$ cat config.mk
export PLATFORM = sky130hd
export DESIGN_NAME = mem_access_ctrl
export DESIGN_NICKNAME = d
export VERILOG_FILES = /design/src/rtl/mem_access_ctrl.sv
export SDC_FILE = /design/constraint.sdc
export NUM_CORES = 1
export LEC_CHECK = 0
export CORE_MARGIN = 3
export CORE_UTILIZATION = 39
export CTS_CLUSTER_DIAMETER = 100
export DETAILED_ROUTE_END_ITERATION = 10
export PLACE_DENSITY = 0.84
export SYNTH_ARGS = -nofsm -noshare
export SYNTH_HDL_FRONTEND = slang
export SYNTH_SLANG_ARGS = --single-unit
$ cat constraint.sdc
create_clock -name clk -period 1.73 [get_ports clk]
set_input_delay 0.2595 -clock clk [delete_from_list [all_inputs] [get_ports clk]]
set_output_delay 0.2595 -clock clk [all_outputs]
set_load 0.03 [all_outputs]
$ cat src/rtl/mem_access_ctrl.sv
`default_nettype none
// ============================================================================
// Module      : mem_access_ctrl
// Description : Round-robin sequencer for the LC-3 memory unit (MAR/MDR/RAM).
//               Serves CPU and loader word read/write requests one at a time.
// Revision    : 1.0 - initial release
// ============================================================================
module mem_access_ctrl #(
    parameter int READ_LAT = 1,
    parameter int DATA_W   = 16
) (
    input  logic              clk,
    input  logic              reset,
    input  logic              cpu_req,
    input  logic              cpu_we,
    input  logic [DATA_W-1:0] cpu_addr,
    input  logic [DATA_W-1:0] cpu_wdata,
    output logic              cpu_ack,
    input  logic              ldr_req,
    input  logic              ldr_we,
    input  logic [DATA_W-1:0] ldr_addr,
    input  logic [DATA_W-1:0] ldr_wdata,
    output logic              ldr_ack,
    output logic [DATA_W-1:0] rdata,
    input  logic [DATA_W-1:0] MDROut,
    output logic [DATA_W-1:0] bus_out,
    output logic              bus_oe,
    output logic              ldMAR,
    output logic              ldMDR,
    output logic              memWE,
    output logic              selMDR,
    output logic              busy
);

    localparam int unsigned        c_CNT_W    = 3;
    localparam logic [c_CNT_W-1:0] c_CNT_INIT = c_CNT_W'(READ_LAT - 1);

    typedef enum logic [2:0] {
        S_IDLE     = 3'd0,
        S_LD_MAR   = 3'd1,
        S_LD_MDR_W = 3'd2,
        S_WRITE    = 3'd3,
        S_RD_WAIT  = 3'd4,
        S_LD_MDR_R = 3'd5,
        S_DONE     = 3'd6
    } state_t;

    state_t              r_state;
    state_t              w_state_nxt;
    logic [c_CNT_W-1:0]  r_cnt;
    logic [c_CNT_W-1:0]  w_cnt_nxt;
    logic                r_we;
    logic [DATA_W-1:0]   r_addr;
    logic [DATA_W-1:0]   r_wdata;
    logic                r_sel_ldr;
    logic                r_rr_ldr;

    logic                w_any_req;
    logic                w_grant_ldr;
    logic                w_take;

    // On a tie the requester that was not granted last wins.
    assign w_any_req   = cpu_req | ldr_req;
    assign w_grant_ldr = ldr_req & (~cpu_req | ~r_rr_ldr);
    assign w_take      = (r_state == S_IDLE) & w_any_req;

    always_ff @(posedge clk or posedge reset) begin
        if (reset) begin
            r_state <= S_IDLE;
            r_cnt   <= '0;
        end else begin
            r_state <= w_state_nxt;
            r_cnt   <= w_cnt_nxt;
        end
    end

    // Request fields are captured only at grant, so later input changes are ignored.
    always_ff @(posedge clk or posedge reset) begin
        if (reset) begin
            r_we      <= 1'b0;
            r_addr    <= '0;
            r_wdata   <= '0;
            r_sel_ldr <= 1'b0;
            r_rr_ldr  <= 1'b1;
        end else if (w_take) begin
            r_sel_ldr <= w_grant_ldr;
            r_rr_ldr  <= w_grant_ldr;
            r_we      <= w_grant_ldr ? ldr_we    : cpu_we;
            r_addr    <= w_grant_ldr ? ldr_addr  : cpu_addr;
            r_wdata   <= w_grant_ldr ? ldr_wdata : cpu_wdata;
        end
    end

    always_comb begin
        w_state_nxt = r_state;
        w_cnt_nxt   = r_cnt;
        case (r_state)
            S_IDLE: begin
                if (w_any_req) begin
                    w_state_nxt = S_LD_MAR;
                end
            end
            S_LD_MAR: begin
                if (r_we) begin
                    w_state_nxt = S_LD_MDR_W;
                end else begin
                    w_state_nxt = S_RD_WAIT;
                    w_cnt_nxt   = c_CNT_INIT;
                end
            end
            S_LD_MDR_W: w_state_nxt = S_WRITE;
            S_WRITE:    w_state_nxt = S_DONE;
            S_RD_WAIT: begin
                if (r_cnt != '0) begin
                    w_cnt_nxt = r_cnt - 1'b1;
                end else begin
                    w_state_nxt = S_LD_MDR_R;
                end
            end
            S_LD_MDR_R: w_state_nxt = S_DONE;
            S_DONE:     w_state_nxt = S_IDLE;
            default:    w_state_nxt = S_IDLE;
        endcase
    end

    // Moore decode: reset clears r_state asynchronously, so every control drops at once.
    always_comb begin
        bus_out = '0;
        bus_oe  = 1'b0;
        ldMAR   = 1'b0;
        ldMDR   = 1'b0;
        memWE   = 1'b0;
        selMDR  = 1'b0;
        cpu_ack = 1'b0;
        ldr_ack = 1'b0;
        rdata   = '0;
        case (r_state)
            S_LD_MAR: begin
                bus_oe  = 1'b1;
                bus_out = r_addr;
                ldMAR   = 1'b1;
            end
            S_LD_MDR_W: begin
                bus_oe  = 1'b1;
                bus_out = r_wdata;
                ldMDR   = 1'b1;
            end
            S_WRITE: begin
                memWE = 1'b1;
            end
            S_LD_MDR_R: begin
                ldMDR  = 1'b1;
                selMDR = 1'b1;
            end
            S_DONE: begin
                cpu_ack = ~r_sel_ldr;
                ldr_ack = r_sel_ldr;
                rdata   = MDROut;
            end
            default: begin
                bus_oe = 1'b0;
            end
        endcase
    end

    assign busy = (r_state != S_IDLE);

endmodule
`default_nettype wire

# Yosys cells after proc, flatten, opt, wreduce, memory -nomap -nowiden
# Index checks and enable logic that the tools add are counted.
dict set report word_totals {
  reg_bits 41
  inputBits 86
  output_inout_bits 40
  elab_cells 53
}
dict set report classes {
  n_addsub 1
  n_eq_ne 10
  n_mux 19
  bitwise_logic 7
  n_reduce_logical 9
}
# op count
set ops {}
lappend ops {{2-to-1 mux 16 bit} 3}
lappend ops {{case mux 16 bit (2 select lines)} 1}
lappend ops {{2-to-1 mux 3 bit} 5}
lappend ops {{case mux 3 bit (5 select lines)} 1}
lappend ops {{== test 3 bit (second input constant)} 3}
lappend ops {{2-to-1 mux 1 bit} 8}
lappend ops {{inequality test 2 bit (second input constant)} 4}
lappend ops {{== test 3 x 2 -> 1 bit (second input constant)} 2}
lappend ops {{case mux 3 bit (2 select lines)} 1}
lappend ops {{nonzero test 3 bit} 2}
lappend ops {{OR reduction 2 bit} 3}
lappend ops {{== test 3 x 1 -> 1 bit (second input constant)} 1}
lappend ops {{zero test 3 bit} 1}
lappend ops {{inverter 1 bit} 3}
lappend ops {{AND reduction 3 bit} 1}
lappend ops {{subtractor 3 x 1 -> 3 bit (second input constant)} 1}
lappend ops {{bitwise AND 1 bit} 2}
lappend ops {{OR 1 bit} 2}
lappend ops {{AND reduction 2 bit} 1}
lappend ops {{nonzero test 2 bit} 1}

# Depth between registers and ports, before layout
# Gate-level depths: netlist (run 1).
dict set report depth {
  ltp_word 4
  ltp_mapped 6
  mapped_depth_nobuf 6
}

# Worst setup path after synthesis (run 1)
# OpenSTA, ideal clock, no wires.
dict set report synth_timing {
  path_kind {register to output}
  startpoint {reg r_state[2]}
  endpoint {out bus_out[10]}
  arrival_time_ns 1.433
  required_time_ns 1.470
  setup_slack_ns 0.037
  path_stages_with_launch 6
  path_buffers 2
  path_cell_list {dfrtp_1 > buf_6 > nand2b_2 > nor2_4 > buf_4 > a22o_1}
}
dict set report synth_between {
  elab_chain_cells 2
  word_cells_on_any_way 3
  cone_classes {eq/ne (2); mux (1)}
}
# element line_no
set synth_lines {}
lappend synth_lines {{from (decl)} 48} ;# state_t r_state;
lappend synth_lines {{from (signal assigned)} 72} ;# r_state <= w_state_nxt;
lappend synth_lines {{== test 3 x 2 -> 1 bit / == test 3 x 1 -> 1 bit (equally long branches)} 137} ;# case (r_state)
lappend synth_lines {{case mux 16 bit (2 select lines) (*)} 137}
lappend synth_lines {{to (decl)} 26} ;# output logic [DATA_W-1:0] bus_out,
# Every way passes the cells marked *; elsewhere a longest branch is shown, timed or not.

# Worst setup path in the final report (run 1)
dict set report layout_timing {
  startpoint {reg r_state[1]}
  endpoint {out bus_out[11]}
}
# Same word-level chain as after synthesis.

==> results of run 1 <==
==> layout by cell type (no fill, tap or decap), types with 3 or more instances in the layout <==
cell,count
sky130_fd_sc_hd__mux2i_1,36
sky130_fd_sc_hd__clkdlybuf4s50_1,84
sky130_fd_sc_hd__clkbuf_8,6
sky130_fd_sc_hd__a21oi_1,35
sky130_fd_sc_hd__a22o_1,16
sky130_fd_sc_hd__o21ai_0,4
sky130_fd_sc_hd__buf_6,50
sky130_fd_sc_hd__buf_12,3
sky130_fd_sc_hd__nor2_1,37
sky130_fd_sc_hd__and3_4,17
sky130_fd_sc_hd__o21a_4,5
sky130_fd_sc_hd__inv_1,5
sky130_fd_sc_hd__dfrtp_1,38
sky130_fd_sc_hd__buf_4,21
==> stage by stage <==
step           area, sq um  hold slack (ns)  TNS [ns]
2_1_floorplan         2340            0.329         0
4_1_cts               4020            0.291     -2.40
6_report              4200            0.268     -4.29
3_5_place_dp          3620            0.492     -1.09
3_3_place_gp          3620            0.485    -0.201
5_1_grt               4200            0.294     -8.10
==> worst max-delay path: stages (launching register included) <==
cell and delay, ns:
sky130_fd_sc_hd__dfrtp_1 0.43, sky130_fd_sc_hd__inv_2 0.11, sky130_fd_sc_hd__nor3_4 0.28, sky130_fd_sc_hd__buf_6 0.17, sky130_fd_sc_hd__a22o_1 0.19, sky130_fd_sc_hd__buf_6 0.15
==> timing repair <==
| action | in CTS | in global routing |
|---|---|---|
| cloned | 3 | 6 |
| resized for setup | 56 | 35 |
| buffers inserted | 10 | 6 |
| endpoints found under the setup margin | 57 | 71 |
| pin swaps | 9 | 18 |
==> report_power, final <==
group / switching [W] / total, W / internal [W]
clock: 0.000325 / 0.000642 / 0.000317
sequential: 0.000356 / 0.00181 / 0.00145
combinational: 0.00257 / 0.00487 / 0.00230
total: 0.00325 / 0.00732 / 0.00407
==> sequential cells by signal, summed over array words and instances, names as in the netlist <==
signal / flops
r_we: 1
r_rr_ldr: 1
r_addr: 16
r_cnt: 3
r_wdata: 16
r_sel_ldr: 1
r_state: 3
==> worst min-delay path by stage <==
stage             start    endpoint  slack, ns  cells past startpoint
2_1_floorplan   cpu_req    r_rr_ldr       0.33                      1
3_3_place_gp   r_cnt[1]    r_cnt[1]       0.49                      2
3_5_place_dp   r_cnt[1]    r_cnt[1]       0.49                      2
4_1_cts           reset  r_state[1]       0.29                      2
5_1_grt           reset        r_we       0.29                      2
6_report          reset        r_we       0.27                      2
==> cells by family after synthesis <==
family	after synthesis	synth area share
muxes	37	0.158
buffers and inverters	26	0.0720
adders and majority gates	2	0.0107
and+or+nand+nor	69	0.152
DFF	41	0.438
AOI/OAI and AO/OA	61	0.169
==> layer usage <==
| metal | global-route usage | routed length (um) |
|---|---|---|
| met3 | 0.0573 | 789 |
| met1 | 0.250 | 3270 |
| met2 | 0.395 | 4950 |
| met5 | 0 | 0 |
| met4 | 0.0292 | 312 |
==> layout make-up <==
type,count,area (sq um),area share
Sequential cell,41,1030,0.245
Multi-Input combinational cell,173,1330,0.316
Timing Repair Buffer,161,1640,0.391
Clock buffer,7,86.3,0.0205
Tap cell,72,90.1,0.0214
Inverter,7,26.3,0.00625
==> results.rst, run 1 <==
.. list-table::
   :header-rows: 1

   * - Metric
     - Value
   * - Period utilisation layout
     - 1.10
   * - Average wire length per cell after detail routing
     - 20.2 um
   * - Most frequent cells after synthesis
     - sky130_fd_sc_hd__dfrtp_1, sky130_fd_sc_hd__nor2_1, sky130_fd_sc_hd__mux2i_1
   * - Leakage power total
     - 1.86 nW
   * - Source of the critical timing path
     - r_state[1]
   * - Effective utilization at floorplan
     - 0.413
   * - Worst EP required
     - 1.47 ns
   * - Number of enable-type register cells in the synthesized netlist
     - 0
   * - Most area-hungry cell type in the Yosys netlist
     - sky130_fd_sc_hd__dfrtp_1
   * - Number of vias per cell after detailed routing
     - 5.63
   * - DRT antenna net count
     - 0
   * - Most area-consuming cells after synthesis
     - sky130_fd_sc_hd__dfrtp_1, sky130_fd_sc_hd__mux2i_1, sky130_fd_sc_hd__a21oi_1
   * - Largest net degree at the start of global routing
     - 35
   * - Row Count
     - 27
   * - Vias in the first global route
     - 2431
   * - Critical path type
     - flip-flop to primary output
   * - Number of placed instances, taps included
     - 431
   * - Count of placed standard cells in the final layout, fillers left out
     - 461
   * - Overall die area
     - 6980 sq um
   * - Time the final worst path needs with I/O delays and setup
     - 1.89 ns
   * - Transition time of the tightest slew-check pin
     - 0.593 ns
   * - Violations in the final reports
     - setup timing
   * - Max transition margin
     - 0.604
   * - Core ar.
     - 5680 sq um
   * - Total half-perimeter wirelength after legalization and detailed placement
     - 4970 um
   * - Height of the chip
     - 83.5 um
   * - Depth of the most critical reg-to-reg path
     - 7
   * - Fin. Hold Viols
     - 0
   * - Overall power
     - 0.00732 W
   * - Status
     - finished with violations
   * - Post-synthesis cell type count
     - 32
   * - Number of buffers added by the clock tree synthesis step
     - 5
   * - CTS Hold Buffers Added
     - 0
   * - Count of endpoints failing setup in the final report
     - 40
   * - Number of antenna violations at the first check in global routing
     - 0
   * - Setup Skew
     - 0.0114 ns
   * - IO Pins
     - 126
   * - Critical path capture point
     - bus_out[11]
   * - Final antenna diode count
     - 0
   * - Synth-to-layout area growth
     - 79.2%
   * - Maximum net fanout on the critical path
     - 5
   * - Fraction of final layout cells with drive strength greater than 1
     - 0.306
   * - Fillcell total
     - 384
   * - Critical Path Source Type
     - flip-flop
   * - Power density cells
     - 1740 nW/um^2
   * - Launch point of the worst reg-to-reg path
     - r_state[0]
   * - Fraction of synthesis flops using an asynchronous set or reset pin
     - 1.00
   * - GRT Util Overall
     - 0.213
   * - Detailed Route WL
     - 9320 um
   * - Cell with the most instances after synthesis
     - sky130_fd_sc_hd__dfrtp_1
   * - Clock transition at path regs
     - 0.08 ns
   * - Reg2reg setup slack
     - -0.03 ns
   * - Share of the synthesized area in the top cell type
     - 0.427
   * - Worst setup slack before clock tree synthesis
     - -0.0789 ns
   * - Data arrival time at the worst-slack endpoint
     - 1.64 ns
   * - CTS max path bufs
     - 2
   * - Worst vdd ir
     - 1060 uV
   * - Sequential share of the synthesized area
     - 0.438
   * - Post-synth net total
     - 324
   * - Worst skew pair latency
     - 0.29 ns
   * - Wire length of the first global-routing pass
     - 12000 um
   * - Slew Limit Fails
     - 0
   * - Nets
     - 477
   * - Worst setup EP type
     - primary output
   * - Total DRC errors in the routed layout
     - 0
   * - Max Clk Rate
     - 528 MHz
   * - Total overflow reported by the global router
     - 0
   * - Crit path setup slack, layout
     - -0.165 ns
   * - Overall die width
     - 83.5 um
   * - CTS H-tree depth
     - 2
   * - Maximum Capacitance Violations
     - 0
   * - Synthesized cell area
     - 2340 sq um
   * - Kind of path behind the tightest hold check
     - input pin to asynchronous set/reset pin
   * - CTS tree
     - built
   * - Vias
     - 2595
   * - Flip-flop and latch count after synthesis
     - 41
   * - Global placer's final weighted congestion
     - 0.790
   * - Library cell used as clock root buffer
     - sky130_fd_sc_hd__clkbuf_8
   * - Number of detailed-route iterations in the first pass
     - 6
   * - Initial DRC Count
     - 224
   * - RSZ-0062 raised after global routing
     - true
   * - Total clock sinks
     - 41
   * - Endpoint of the lowest-slack register-to-register path
     - r_we
   * - Core utilization of the finished layout
     - 0.741
   * - Primary flip-flop cell chosen by synthesis mapping
     - sky130_fd_sc_hd__dfrtp_1
   * - Syn. warnings
     - 0
   * - Port Buffer Count
     - 125
   * - Post-Syn Area per Cell
     - 9.94 sq um
   * - Synthesized netlist cell count
     - 236
Note: power is estimated with default switching activity, not from simulation.
==> inputs of run 2 (changes only) <==
--- a/config.mk
+++ b/config.mk
@@ -5,10 +5,12 @@
 export SDC_FILE = /design/constraint.sdc
 export NUM_CORES = 1
 export LEC_CHECK = 0
+export CAP_MARGIN = 40
 export CORE_MARGIN = 3
 export CORE_UTILIZATION = 39
 export CTS_CLUSTER_DIAMETER = 100
 export DETAILED_ROUTE_END_ITERATION = 10
+export GPL_ROUTABILITY_DRIVEN = 1
 export PLACE_DENSITY = 0.84
 export SYNTH_ARGS = -nofsm -noshare
 export SYNTH_HDL_FRONTEND = slang
==> results of run 2 <==
No change in the layout: final DEF, timing and power equal those of run 1.
